**config.mk**
```make
export PLATFORM = sky130hd
export DESIGN_NAME = formula_result_drain
export DESIGN_NICKNAME = d
export VERILOG_FILES = /design/src/rtl/formula_drain_pkg.sv /design/src/rtl/drain_fifo_with_count.sv /design/src/rtl/formula_result_drain.sv
export SDC_FILE = /design/constraint.sdc
export NUM_CORES = 1
export LEC_CHECK = 0
export ABC_AREA = 1
export BUFFER_PORTS_ARGS = -buffer_cell sky130_fd_sc_hd__buf_2
export CAP_MARGIN = 20
export CORE_MARGIN = 4
export CORE_UTILIZATION = 40
export CTS_CLUSTER_DIAMETER = 100
export DETAILED_ROUTE_END_ITERATION = 8
export GPL_TIMING_DRIVEN = 0
export PLACE_DENSITY_LB_ADDON = 0.3
export SLEW_MARGIN = 20
export SYNTH_ARGS = -nofsm -noshare
export SYNTH_HDL_FRONTEND = slang
export SYNTH_SLANG_ARGS = --single-unit
```
**constraint.sdc**
```tcl
create_clock -name clk -period 4.7 [get_ports clk]
set_input_delay 0.94 -clock clk [delete_from_list [all_inputs] [get_ports clk]]
set_output_delay 0.94 -clock clk [all_outputs]
set_load 0.1 [all_outputs]
```
**src/rtl/formula_drain_pkg.sv**
```systemverilog
// Shared sizing defaults and helpers for the formula result drain.
package formula_drain_pkg;

    localparam int unsigned DEFAULT_WIDTH = 32;
    localparam int unsigned DEFAULT_DEPTH = 8;

    // Counters need one extra bit so that a completely full buffer (== DEPTH) is representable.
    function automatic int unsigned count_width(input int unsigned depth);
        return $clog2(depth) + 1;
    endfunction

endpackage

```
**src/rtl/drain_fifo_with_count.sv**
```systemverilog
// Result buffer: power-of-two circular FIFO with an explicit occupancy count.
module drain_fifo_with_count
    import formula_drain_pkg::*;
#(
    parameter int unsigned WIDTH = DEFAULT_WIDTH,
    parameter int unsigned DEPTH = DEFAULT_DEPTH
) (
    input  logic                            clk,
    input  logic                            rst,
    input  logic                            push,
    input  logic                            pop,
    input  logic [WIDTH-1:0]                write_data,
    output logic [WIDTH-1:0]                read_data,
    output logic                            empty,
    output logic                            full,
    output logic [count_width(DEPTH)-1:0]   count
);

    localparam int unsigned AW = $clog2(DEPTH);
    localparam int unsigned CW = count_width(DEPTH);

    logic [WIDTH-1:0] mem [DEPTH];
    logic [AW-1:0]    wr_ptr;
    logic [AW-1:0]    rd_ptr;
    logic             push_ok;
    logic             pop_ok;

    assign push_ok   = push & ~full;
    assign pop_ok    = pop & ~empty;
    assign empty     = (count == '0);
    assign full      = (count == CW'(DEPTH));
    assign read_data = mem[rd_ptr];

    // Pointers are exactly log2(DEPTH) bits, so they wrap modulo DEPTH on their own.
    always_ff @(posedge clk or posedge rst) begin
        if (rst) begin
            wr_ptr <= '0;
            rd_ptr <= '0;
            count  <= '0;
        end else begin
            if (push_ok) wr_ptr <= wr_ptr + AW'(1);
            if (pop_ok)  rd_ptr <= rd_ptr + AW'(1);
            case ({push_ok, pop_ok})
                2'b10:   count <= count + CW'(1);
                2'b01:   count <= count - CW'(1);
                default: count <= count;
            endcase
        end
    end

    always_ff @(posedge clk) begin
        if (push_ok) mem[wr_ptr] <= write_data;
    end

endmodule

```
**src/rtl/formula_result_drain.sv**
```systemverilog
// Credit-based drain for a fixed-latency formula pipe: issues arguments only while
// in-flight results plus buffered results fit in the result FIFO.
module formula_result_drain
    import formula_drain_pkg::*;
#(
    parameter int unsigned WIDTH = DEFAULT_WIDTH,
    parameter int unsigned DEPTH = DEFAULT_DEPTH
) (
    input  logic             clk,
    input  logic             rst,
    input  logic             arg_vld_in,
    output logic             arg_rdy,
    output logic             issue,
    input  logic             res_vld,
    input  logic [WIDTH-1:0] res,
    output logic             out_vld,
    input  logic             out_rdy,
    output logic [WIDTH-1:0] out_data,
    output logic             err_overflow,
    output logic             err_unexpected
);

    localparam int unsigned CW    = count_width(DEPTH);
    localparam int unsigned SUM_W = CW + 1;

    logic [CW-1:0]    inflight;
    logic [CW-1:0]    occupancy;
    logic [SUM_W-1:0] committed;
    logic             inflight_zero;
    logic             empty;
    logic             full;
    logic             push;
    logic             pop;

    // Credit uses registered counts only; a pop this cycle is returned next cycle.
    assign committed     = {1'b0, inflight} + {1'b0, occupancy};
    assign arg_rdy       = (committed < SUM_W'(DEPTH));
    assign issue         = arg_vld_in & arg_rdy;
    assign inflight_zero = (inflight == '0);
    assign push          = res_vld & ~full;
    assign out_vld       = ~empty;
    assign pop           = out_vld & out_rdy;

    drain_fifo_with_count #(
        .WIDTH (WIDTH),
        .DEPTH (DEPTH)
    ) u_fifo (
        .clk        (clk),
        .rst        (rst),
        .push       (push),
        .pop        (pop),
        .write_data (res),
        .read_data  (out_data),
        .empty      (empty),
        .full       (full),
        .count      (occupancy)
    );

    // An unexpected result must not wrap the in-flight counter below zero.
    always_ff @(posedge clk or posedge rst) begin
        if (rst) begin
            inflight <= '0;
        end else begin
            case ({issue, res_vld})
                2'b10:   inflight <= inflight + CW'(1);
                2'b01:   inflight <= inflight_zero ? inflight : inflight - CW'(1);
                default: inflight <= inflight;
            endcase
        end
    end

    always_ff @(posedge clk or posedge rst) begin
        if (rst) begin
            err_overflow   <= 1'b0;
            err_unexpected <= 1'b0;
        end else begin
            if (res_vld & full)          err_overflow   <= 1'b1;
            if (res_vld & inflight_zero) err_unexpected <= 1'b1;
        end
    end

endmodule
```
# [Word-level counts from Yosys, hierarchy flattened]
# Memories as Yosys holds them, arrays and structs flattened.
# Index checks and enable logic that the tools add are counted.
[totals] regBits=16 ram_bits=256 in_bits=37 output_inout_bits=37 elab_cells=40 mem_count=1
[mem_list] memory="u_fifo.mem" words=8 word_bits=32 read_ports=1 rd_ports_with_merged_regs=0 wr=1 line="drain_fifo_with_count.sv:22" text="logic [WIDTH-1:0] mem [DEPTH];"
[classes] addsub=7 n_lt_le_gt_ge=1 eq_ne=6 mux=5 bitwise=9 n_reduce_logical=5
[op_table] op="4-bit case mux with 2 select lines" n=2
[op_table] op="4-bit by 1-bit adder with 4-bit output (second input constant)" n=2
[op_table] op="4-bit logical NOT" n=2
[op_table] op="4-bit by 1-bit subtractor with 4-bit output (second input constant)" n=2
[op_table] op="1-bit bitwise AND" n=7
[op_table] op="3-bit by 1-bit adder with 3-bit output (second input constant)" n=2
[op_table] op="4-bit by 4-bit adder with 5-bit output" n=1
[op_table] op="5-bit by 4-bit < comparator with 1-bit output (second input constant)" n=1
[op_table] op="2-bit by 1-bit == test with 1-bit output (second input constant)" n=2
[op_table] op="2-bit == test (second input constant)" n=2
[op_table] op="4-bit == test (second input constant)" n=1
[op_table] op="4-bit two-way mux" n=1
[op_table] op="2-bit nonzero test" n=2
[op_table] op="1-bit two-way mux" n=2
[op_table] op="2-bit != test (second input constant)" n=1
[op_table] op="1-bit inverter" n=2
[op_table] op="2-bit AND reduction" n=1

# [Logic depth before layout (Yosys ltp)]
# Gate-level depths: netlist of the first run.
[logic_depth] ltp_word=6 depth_mapped=16 ltp_nobuf=16

# [Cells and area by module]
# Synthesis of the first run repeated with hierarchy kept, for this count alone.
[hier_totals] cells_unflattened=1253 area_unflattened_um2=12171.7
[by_module_without_submodules] module="drain_fifo_with_count" instances=1 cells_each=1188 area_per_inst_um2=11652.4 seq_area_each_um2=7937.6
[by_module_without_submodules] module="formula_result_drain" instances=1 cells_each=65 area_per_inst_um2=519.2 seq_area_each_um2=150.1

# [Least setup slack after synthesis of the first run]
# OpenSTA, ideal clock, no wires.
[synth_path] path_type="input-to-reg" start="input port res_vld" end="memory u_fifo.mem[0][0] in the netlist's numbering (enable)" t_arrival_ns=2.670 required_ns=4.279 slack_ns=1.609 stages=3 cell_sequence="nand2_1 -> or2_1 -> nor2_1"
[synth_between] elab_chain_cells=4
[synth_lines] element="start, declared" line="formula_result_drain.sv:14" text="input logic res_vld,"
[synth_lines] element="1-bit bitwise AND" line="formula_result_drain.sv:40" text="assign push = res_vld & ~full;"
[synth_lines] element="1-bit bitwise AND" line="drain_fifo_with_count.sv:28" text="assign push_ok = push & ~full;"
[synth_lines] element="1-bit two-way mux" line="drain_fifo_with_count.sv:52" text="if (push_ok) mem[wr_ptr] <= write_data;"
[synth_lines] element="1-bit two-way mux (implied by the code)" line="drain_fifo_with_count.sv:52"
[synth_lines] element="end, declared" line="drain_fifo_with_count.sv:22"
# Every way passes these cells.

# [Final worst setup path of the first run]
[layout_path] start="register u_fifo.rd_ptr[1]" end="output port out_data[25]"
[layout_between] elab_chain_cells=1
[layout_lines] element="start, declared" line="drain_fifo_with_count.sv:24" text="logic [AW-1:0] rd_ptr;"
[layout_lines] element="start signal, assigned" line="drain_fifo_with_count.sv:42" text="if (pop_ok) rd_ptr <= rd_ptr + AW'(1);"
[layout_lines] element="memory 8 x 32 bit"
[layout_lines] element="end, declared" line="formula_result_drain.sv:18" text="output logic [WIDTH-1:0] out_data,"
# Every way passes these cells.

==> summary by stage, run 1 <==
Synth
Synthesis produced a netlist with a net count of 894. The average instance in the mapped netlist occupies 12.9 um2. The cell type contributing the most total cell area after synthesis is edfxtp_1. The number of different library cells used by synthesis comes to 27. The number of cells produced by synthesis is 845.

Summed over its instances, the top area cell type makes up 70.3% of the synthesized netlist area. The sequential fraction of the synthesis area is 74.0%. The post-synth design cell area is 10900 um2. The most used flip-flop cell after synthesis is edfxtp_1. After synthesis, the share of flip-flops with an asynchronous set or reset is 5.88%.

The number of warnings reported in the yosys synthesis log is 0. Sorting the synthesized cells by area gives the leading types as edfxtp_1 (70%), nor2_1 (7.0%), o32ai_1 (5.1%). The post-synthesis register bit count is 272. The number of flops mapped to enable cells by yosys is 256.

Routing
In the final routed layout, each cell accounts on average for 19.7 um. For this block, the initial DRC count from the detailed router was 635. After detailed routing, the number of vias per cell comes to 5.26. Before antenna repair, the detailed router went through 5 iterations. The number of vias in the routed layout is 6939.

The number of DRC violations after detailed routing is 0. The residual antenna-violating net count after detailed routing is 0. For this block, the routed nets add up to 26000 um of wire.

Job
The max-cap check violation count is 0.

Critical path
The start-to-end type of the worst setup path is reg2out. Counting both buffers and inverters, the worst setup path holds a total of 3. The critical path required time is 3.76 ns.

Tracing the worst setup path back leads to its startpoint at u_fifo.rd_ptr[1]$_DFFE_PP0P_. The most critical setup path has its endpoint at out_data[25]. The kind of capture point of the worst setup path is an output pin. The standard cell with the maximum stage delay on the critical path is clkbuf_1. The signal on the critical path passes through buf_2, clkbuf_1, o21ai_0, o32ai_1, nand2_1, nand2_1, buf_2. Along the worst path, the maximum fanout reaches 10. The critical register-to-register path endpoint is u_fifo.count[3]$_DFFE_PP0P_. The setup check on the worst reg-to-reg path leaves a slack of 2.22 ns. STA classifies the critical path startpoint as a register. The worst reg-to-reg path cell count is 11. The cell family contributing the most delay on the critical path is buffers and inverters.

The number of gates on the worst path with buffers counted is 7. Data arrives at the worst endpoint at 2.75 ns. The reg-to-reg critical path startpoint is u_fifo.count[0]$_DFFE_PP0P_. The largest stage delay on the critical path is 0.49 ns.

Floorplan
The die width is 173 um. The die extent in y is 173 um. The I/O pin count is 74. Once the floorplan was initialized, standard cells occupied 40.5% of the core.

The die covers 30000 um2. The number of cell rows is 60. The core region is 27000 um2.

Timing
Dividing the final minimum period by the clock period gives 78.5%. The shortest clock period the worst path allows after layout is 3.69 ns. At the pin with the least slew margin, the transition time is 0.774 ns. The final-report setup violation count is 0.

The final-layout setup total negative slack is 0 ns. Setup repair after global routing left no endpoint under its margin. The final number of hold-violating endpoints is 0. The worst clock skew is 0.0120 ns. Static timing analysis puts the maximum clock frequency at 0.271 GHz. The tightest slew margin relative to the limit is 48.3%. The number of slew-limit violations in the final report came to 0.

Global routing
Entering global routing, the biggest net connects 22 pins. The number of global-route vias before repair came to 7001. For this run the aggregate overflow at the end of global routing stands at 0. The initial antenna violation count was 0. Global routing used 17.1% of the available tracks. The first global-routing pass estimated 40400 um of wire.

Cells and area
Compared with the post-synthesis result, the final layout area differs by 18.1%. The layout net count is 1005. The count of filler cells inserted in the layout is 2368. The layout cell share with drive strength beyond 1 is 15.8%. Summing all flip-flop and latch instances after layout gives 8090 um2.

The footprint of the multi-input gates is 2540 um2. Measured on the finished design, the core utilization comes to 47.9%. The number of antenna diodes in the final layout is 0.

Placement
The placer's final routability congestion estimate is 0.745. The HPWL after detailed placement is 16800 um. Buffers placed on the I/O ports in this run total 73.

Clock network
After clock tree synthesis, the setup repair step added 0 buffers. TritonCTS built the clock tree. The post-cts repair resize count is 0.

At the later pin of the worst-skew pair, clock insertion delay measures 0.53 ns. CTS placed an instance of clkbuf_16 at the clock tree root. The cts-stage hold buffer count is 0.

The TritonCTS sink count is 272. The clock buffer count from CTS is 28. The H-tree level count is 1.

The clock passes through at most 3 buffers. The clock transition at the register clock pins on the worst setup and hold paths after CTS is 0.06 ns.

Outcome
The run finished with clean final reports.

Min path
The path class of the tightest hold or removal check is reg2reg.
## worst min-delay path: stages (launching register included)
cell     delay (ns)
dfrtp_1        0.34
inv_1          0.04
nand2_1        0.05
## synthesized netlist by cell type, types with 6 or more instances
master / number
o21ai_0: 67
buf_6: 9
nand2_1: 127
xor2_1: 6
buf_2: 14
o32ai_1: 64
clkbuf_1: 20
nand3_1: 9
dfrtp_1: 16
nor2_1: 203
edfxtp_1: 256
inv_1: 20
ha_1: 10
## worst min path at each step
stage / startpoint / endpoint / cells past startpoint
after global placement: err_unexpected$_DFFE_PP0P_ / err_unexpected$_DFFE_PP0P_ / 2
after CTS: err_unexpected$_DFFE_PP0P_ / err_unexpected$_DFFE_PP0P_ / 2
after detailed placement: err_unexpected$_DFFE_PP0P_ / err_unexpected$_DFFE_PP0P_ / 2
after floorplan: inflight[0]$_DFFE_PP0P_ / inflight[0]$_DFFE_PP0P_ / 2
after global routing: err_unexpected$_DFFE_PP0P_ / err_unexpected$_DFFE_PP0P_ / 2
final: err_unexpected$_DFFE_PP0P_ / err_unexpected$_DFFE_PP0P_ / 2
## cell type report
| class | instances | share of cell area (%) |
|---|---|---|
| clock buffers | 36 | 5.82 |
| clock inverters | 16 | 1.34 |
| inverters | 22 | 0.640 |
| repair buffers | 81 | 4.42 |
| well taps | 341 | 3.30 |
| plain buffers | 49 | 2.14 |
| flip-flops and latches | 272 | 62.6 |
| multi-input cells | 502 | 19.7 |
## metal layers
layer,vias to the layer above,share of wire (%),global-route usage [%]
met5,-,0,0
met4,0,1.8,4.52
met3,35,6.0,2.88
met2,239,49,28.6
met1,3389,43,23.3
li1,3276,-,-
## logic make-up after synthesis
family,Yosys count,synth area share [%]
compound gates,138,8.55
xor+xnor,7,0.561
fa+ha+maj,12,1.51
buf+inv,71,3.29
flops,272,74.0
simple gates,345,12.1
## cell usage in the layout (no fill, tap or decap), types with 8 or more instances in the layout
master	synthesis	final
edfxtp_1	256	256
inv_1	20	20
clkbuf_1	20	27
buf_6	9	9
clkbuf_16	0	29
o32ai_1	64	64
ha_1	10	10
dfrtp_1	16	16
nor2_4	0	8
nor2_1	203	195
buf_2	14	87
o21ai_0	67	67
nand3_1	9	9
nand2_1	127	127
## through the flow
step	hold WS [ns]	setup WS, ns	area [um2]	cells
after floorplan	0.484	1.61	10900	845
after global placement	0.448	0.127	11700	1259
after detailed placement	0.450	1.65	12000	1267
after CTS	0.466	0.999	12900	1319
after global routing	0.503	0.834	12900	1319
final	0.459	1.01	12900	1319
## sequential cells by signal (all words and copies together) (netlist names)
register / count
u_fifo.mem: 256
inflight: 4
u_fifo.count: 4
u_fifo.rd_ptr: 3
u_fifo.wr_ptr: 3
err_overflow: 1
err_unexpected: 1
Power of run 1 is left out: the tool's default activity adds up to more than one toggle a clock period on the data nets, which glitch-free logic cannot reach.
==> inputs of run 2 (changes only) <==
Clock period 4.7 ns to 3.54 ns, I/O delays scaled along.
==> run 2 against run 1 <==
Effect of this change: worst setup slack lost 0.77 ns; final cell count unchanged; non-clock buffer count unchanged; hold slack worse by 0.14 ns; utilization about the same; design area barely moved; critical path depth did not move; clock skew increased by 0.0015 ns; critical path type unchanged; highest routed layer unchanged.
==> summary by stage, run 2 (same netlist as run 1, synthesis figures left out) <==
Outcome
The run finished with clean final reports.

Critical path
The critical path required time came to 2.83 ns (-0.93 ns). The arrival time of data at the critical path endpoint is 2.59 ns (-0.16 ns). The worst reg-to-reg path cell count is 11 (unchanged). The worst setup path is of the reg2out kind. The kind of capture point of the worst setup path is an output pin.

Traced cell by cell, the critical path runs through buf_2, buf_1, o21ai_0, o32ai_1, nand2_1, nand2_1, buf_2. The largest stage delay on the critical path is 0.44 ns (-0.05 ns). STA classifies the critical path startpoint as a register. The maximum fanout count along the critical path is 10 (unchanged). In this run the critical register-to-register path is launched from u_fifo.count[0]$_DFFE_PP0P_. The critical path starts at u_fifo.rd_ptr[1]$_DFFE_PP0P_. Among all stages on the critical path, the largest delay is contributed by buf_1.

Timing
The tightest slew margin relative to the limit came to 48.0% (-0.28 points). The slew at the pin closest to its max-slew limit was 0.779 ns (+0.00421 ns). The shortest clock period the worst path allows after layout is 3.30 ns. The number of slew-limit violations in the final report is 0 (unchanged). Setup repair after global routing left no endpoint under its margin. The fmax is 0.303 GHz. The final number of hold-violating endpoints was 0 (unchanged).

Dividing the final minimum period by the clock period gives 93.1%. The final-report setup violation count is 0 (unchanged). The worst clock skew came to 0.0135 ns (+0.00154 ns). The final worst slack came to 0.243 ns (-0.766 ns).

Cells and area
The antenna diode instance count is 0 (unchanged). The synthesis-to-layout area growth is 18.2% (about the same). The finished layout cell area was 12900 um2 (about the same). The most common cell after layout, fill and taps aside is edfxtp_1. The register with the most flip-flops in the final layout is u_fifo.mem.

The top cell types in the final layout, fill and taps aside, are edfxtp_1 (256), nor2_1 (195), nand2_1 (127). The final design utilization is 47.9% (about the same). The layout cell share with drive strength beyond 1 is 16.1% (+0.20 points).

The layout net count is 1005 (unchanged). The largest registers in the layout are u_fifo.mem: 256 flops, inflight: 4 flops, u_fifo.count: 4 flops. The count of filler cells inserted in the layout came to 2368 (unchanged).

The number of flip-flops under the largest register name was 256 (unchanged).

Routing
The routed via count divided by cell count is 5.26 (about the same). The number of DRC violations after detailed routing is 0 (unchanged). The number of iterations in the first detailed-routing pass is 5 (unchanged). The residual antenna-violating net count after detailed routing is 0 (unchanged).

The sum of routed wire length over all layers came to 26000 um (about the same). The DRC violation total after the first TritonRoute iteration was 638 (+0.47%). The per-cell routed wire length is 19.7 um (about the same).

The number of vias in the routed layout is 6943 (+0.058%).

Clock network
The latest clock arrival within the worst-skew pair is 0.53 ns (about the same). The tree is rooted in a clkbuf_16. The cts-stage hold buffer count is 0 (unchanged).

The post-cts repair resize count came to 0 (unchanged). The clock transition at the register clock pins on the worst setup and hold paths after CTS is 0.06 ns (about the same). The buffer count from post-CTS setup fixing is 0 (unchanged). The H-tree level count is 1 (unchanged).

The TritonCTS sink count is 272 (unchanged). The clock buffer count from CTS is 28 (unchanged). The buffer depth of the longest clock path came to 3 (unchanged).

TritonCTS built the clock tree.

Floorplan
The effective utilization at floorplan was 40.5% (unchanged). The die width was 173 um (unchanged). The die extent in y was 173 um (unchanged). The core outline area is 27000 um2 (unchanged). The number of cell rows came to 60 (unchanged). The I/O pin count is 74 (unchanged). The die area is 30000 um2 (unchanged).

Global routing
The number of global-route vias before repair was 7001 (unchanged). The global-route usage over all layers is 17.1% (unchanged). The wire length of the first global-routing pass is 40400 um (unchanged). The total congestion overflow was 0 (unchanged). The largest net degree at the start of global routing is 22 (unchanged). The initial antenna violation count is 0 (unchanged).

Placement
The area of placed instances is 12000 um2 (unchanged). The number of buffers inserted by port buffering is 73 (unchanged). The pre-CTS setup slack came to 0.720 ns (-0.928 ns). The HPWL after detailed placement is 16800 um (unchanged).

The placer's final routability congestion estimate is 0.745 (unchanged).

Job
The max-cap check violation count is 0 (unchanged).

Min path
In this run the worst hold path is classified as in2async.
-- run 2: changes by cell type in the layout (fill, tap and decap cells not counted) --
cell and delta:
clkbuf_1 -2, clkbuf_2 +2
-- run 2: layout make-up --
class / instances / area (um2) / area share, %
Clock inverter: 16 / 173 / 1.34
Tap cell: 341 / 427 / 3.30
Timing Repair Buffer: 81 / 571 / 4.42
Inverter: 22 / 82.6 / 0.640
Sequential cell: 272 / 8090 / 62.6
Multi-Input combinational cell: 502 / 2540 / 19.7
Buffer: 49 / 279 / 2.16
Clock buffer: 36 / 752 / 5.82
-- run 2: through the flow --
stage / cells / setup TNS, ns / hold WS, ns
after global routing: 1319 / 0 / 0.356
after CTS: 1319 / 0 / 0.338
after floorplan: 845 / 0 / 0.484
after global placement: 1259 / -154.68 / 0.448
final: 1319 / 0 / 0.316
after detailed placement: 1267 / 0 / 0.450
-- run 2: final timing paths --
path	end	slack, ns
max	out_data[28]	0.24
min	inflight[2]$_DFFE_PP0P_	0.32
max reg2reg	u_fifo.count[3]$_DFFE_PP0P_	1.06
min reg2reg	err_unexpected$_DFFE_PP0P_	0.46
max in group asynchronous	u_fifo.rd_ptr[1]$_DFFE_PP0P_	2.74
min in group clk	u_fifo.mem[7][16]$_DFFE_PP_	0.45
-- run 2: per-layer routing --
| layer | global-route usage, % | part of all wire, % |
|---|---|---|
| met5 | 0 | 0 |
| met2 | 28.6 | 49 |
| met1 | 23.3 | 43 |
| met4 | 4.52 | 1.8 |
| met3 | 2.88 | 6.1 |
-- run 2: worst max-delay path, delay by kind of cell, from the launching register on --
| family | cells | cell delay [ns] |
|---|---|---|
| DFF | 1 | 0.39 |
| buffers and inverters | 3 | 1.10 |
| AOI/OAI and AO/OA | 2 | 0.38 |
| and+or+nand+nor | 2 | 0.20 |
Power of run 2 is left out for the same reason.
==> inputs of run 3 (changes only) <==
Settings changed: RECOVER_POWER set to 100.
==> run 3 against run 2 <==
Effect of this change: the run now ends with capacitance limit, slew limit left; clock skew down 0.00084 ns; first-iteration DRC count up 2.7%; clock-buffer cell count unchanged; maximum frequency down 1.4%; non-clock buffer count unchanged; worst setup slack got worse by 0.046 ns; sequential cell count did not move; die area is the same; critical path depth is the same; routed wire length rose by 0.19%; hold slack improved by 0.0012 ns; via count hardly changed.
==> summary by stage, run 3 (same netlist as run 1, synthesis figures left out) <==
Placement
The placer's final routability congestion estimate is 0.745 (unchanged). The HPWL after detailed placement is 16800 um (unchanged). The number of buffers inserted by port buffering is 73 (unchanged). The area of placed instances is 12000 um2 (unchanged).

Floorplan
The effective utilization at floorplan is 40.5% (unchanged). The number of cell rows came to 60 (unchanged). The I/O pin count is 74 (unchanged).

The die area was 30000 um2 (unchanged). The core outline area came to 27000 um2 (unchanged). The die extent in y is 173 um (unchanged). The die width is 173 um (unchanged).

Critical path
The critical path goes through buf_2, clkbuf_1, o21ai_0, o32ai_1, nand2_1, nand2_1, clkbuf_2. The cell family contributing the most delay on the critical path is buffers and inverters. The critical path required time is 2.83 ns (about the same). The worst reg-to-reg path cell count is 6 (-5). The worst register-to-register path begins at u_fifo.count[0]$_DFFE_PP0P_. The largest stage delay on the critical path was 0.47 ns (+0.03 ns). The cell seen most often among critical-path stages is nand2_1. The standard cell with the maximum stage delay on the critical path is clkbuf_2. The kind of capture point of the worst setup path is an output pin. The worst setup path is of the reg2out kind. The critical register-to-register path endpoint is u_fifo.mem[0][14]$_DFFE_PP_.

The combined buffer and inverter count along the critical path is 3 (unchanged). The startpoint class of the critical path is a register. The arrival time of data at the critical path endpoint came to 2.63 ns (+0.04 ns). The worst-case register-to-register setup slack is 0.35 ns (-0.71 ns). The maximum fanout count along the critical path is 10 (unchanged).

Routing
The residual antenna-violating net count after detailed routing is 0 (unchanged). The number of DRC violations after detailed routing is 0 (unchanged). The DRC violation total after the first TritonRoute iteration is 655 (+2.7%). The sum of routed wire length over all layers is 26000 um (+0.19%).

The per-cell routed wire length was 19.7 um (+0.19%). The routed via count divided by cell count is 5.27 (about the same). The number of iterations in the first detailed-routing pass was 5 (unchanged). The number of vias in the routed layout was 6947 (+0.058%).

Global routing
The number of global-route vias before repair is 7001 (unchanged). The largest net degree at the start of global routing was 22 (unchanged). The global-route usage over all layers is 17.1% (unchanged).

The total congestion overflow is 0 (unchanged). The wire length of the first global-routing pass is 40400 um (unchanged). The initial antenna violation count came to 0 (unchanged).

Cells and area
The largest registers in the layout are u_fifo.mem: 256 flops, inflight: 4 flops, u_fifo.count: 4 flops. In the layout the commonest cells are edfxtp_1 (256), nor2_1 (203), nand2_1 (128). The layout cell share with drive strength beyond 1 is 11.6% (-4.5 points).

The finished layout cell area came to 12800 um2 (-1.2%). The layout net count was 1005 (unchanged). The most common cell after layout, fill and taps aside is edfxtp_1.

The antenna diode instance count came to 0 (unchanged). The number of flip-flops under the largest register name is 256 (unchanged). The count of filler cells inserted in the layout is 2395 (+1.1%).

The area growth from synthesis to layout is 16.7%. More flip-flops sit in one register than any other, and that register is u_fifo.mem.

Timing
The number of slew-limit violations in the final report is 98 (+98). The final-report setup violation count was 0 (unchanged). The post-route fraction of the period consumed by the critical path came to 94.4% (+1.3 points).

The shortest clock period the worst path allows after layout is 3.34 ns (+0.0461 ns). The final number of hold-violating endpoints was 0 (unchanged). The fmax came to 0.299 GHz (-1.4%). Setup repair after global routing left no endpoint under its margin. The tightest slew margin relative to the limit is -32.3% (-80 points). The slew at the pin closest to its max-slew limit was 1.98 ns (+1.20 ns). The worst clock skew is 0.0127 ns (-0.000836 ns).

Job
The max-cap check violation count was 6 (+6).

Outcome
The final reports fail on capacitance limit, slew limit. The run finished, with violations left.

Clock network
The H-tree level count is 1 (unchanged). The TritonCTS sink count is 272 (unchanged). The cts-stage hold buffer count came to 0 (unchanged).

TritonCTS built the clock tree. The latest clock arrival within the worst-skew pair is 0.53 ns (about the same). The root buffer cell chosen for the clock tree is clkbuf_16.

The clock transition at the register clock pins on the worst setup and hold paths after CTS is 0.06 ns (about the same). The buffer depth of the longest clock path was 3 (unchanged). The clock buffer count from CTS was 28 (unchanged).

Min path
The class of the worst hold path is in2async.
==> run 3: worst reg2reg max path: cells and delay by family, from the launching register on <==
kind          cells  cell delay (ns)
buf+inv           1             0.25
flops             1             0.43
simple gates      5             2.20
==> run 3: area by class of cell <==
cell class	count	area, um2	share of cell area [%]
sequential	272	8090	63.4
multi-input combinational	502	2480	19.4
clock buffer	36	752	5.90
timing repair buffer	81	474	3.72
tap	341	427	3.35
buffer	49	279	2.19
clock inverter	16	173	1.35
inverter	22	82.6	0.648
==> run 3: worst max-delay path by stage <==
stage                                 start                          end  cells past startpoint
6_report       u_fifo.rd_ptr[1]$_DFFE_PP0P_                 out_data[23]                      7
5_1_grt        u_fifo.rd_ptr[1]$_DFFE_PP0P_                 out_data[13]                      7
3_3_place_gp                        res_vld   u_fifo.mem[4][8]$_DFFE_PP_                      4
4_1_cts        u_fifo.rd_ptr[1]$_DFFE_PP0P_                 out_data[25]                      7
2_1_floorplan   u_fifo.count[0]$_DFFE_PP0P_  u_fifo.count[3]$_DFFE_PP0P_                     11
3_5_place_dp   u_fifo.rd_ptr[1]$_DFFE_PP0P_                 out_data[25]                      7
==> run 3: metal layers <==
metal | wire [um] | global-route usage, % | vias up
li1 | - | - | 3274
met1 | 11400 | 23.3 | 3430
met2 | 12700 | 28.6 | 208
met3 | 1430 | 2.88 | 35
met4 | 476 | 4.52 | 0
met5 | 0 | 0 | -
==> run 3: through the flow <==
step                      setup TNS (ns)  std cells  util, %  setup WS (ns)  hold WS [ns]
after detailed placement               0       1267     44.5          0.720         0.450
after CTS                              0       1319     47.9         0.0713         0.338
after global placement           -154.68       1259     43.5         -0.801         0.448
after floorplan                        0        845        -          0.511         0.484
final                                  0       1319     47.3          0.197         0.317
after global routing                   0       1319     47.3         0.0433         0.356
==> run 3: what timing repair did <==
| action | 4_1_cts | 5_1_grt |
|---|---|---|
| endpoints found under the setup margin | 0 | 2 |
| gates resized for setup | 0 | 4 |
| setup buffers | 0 | 0 |
Power of run 3 is left out for the same reason.
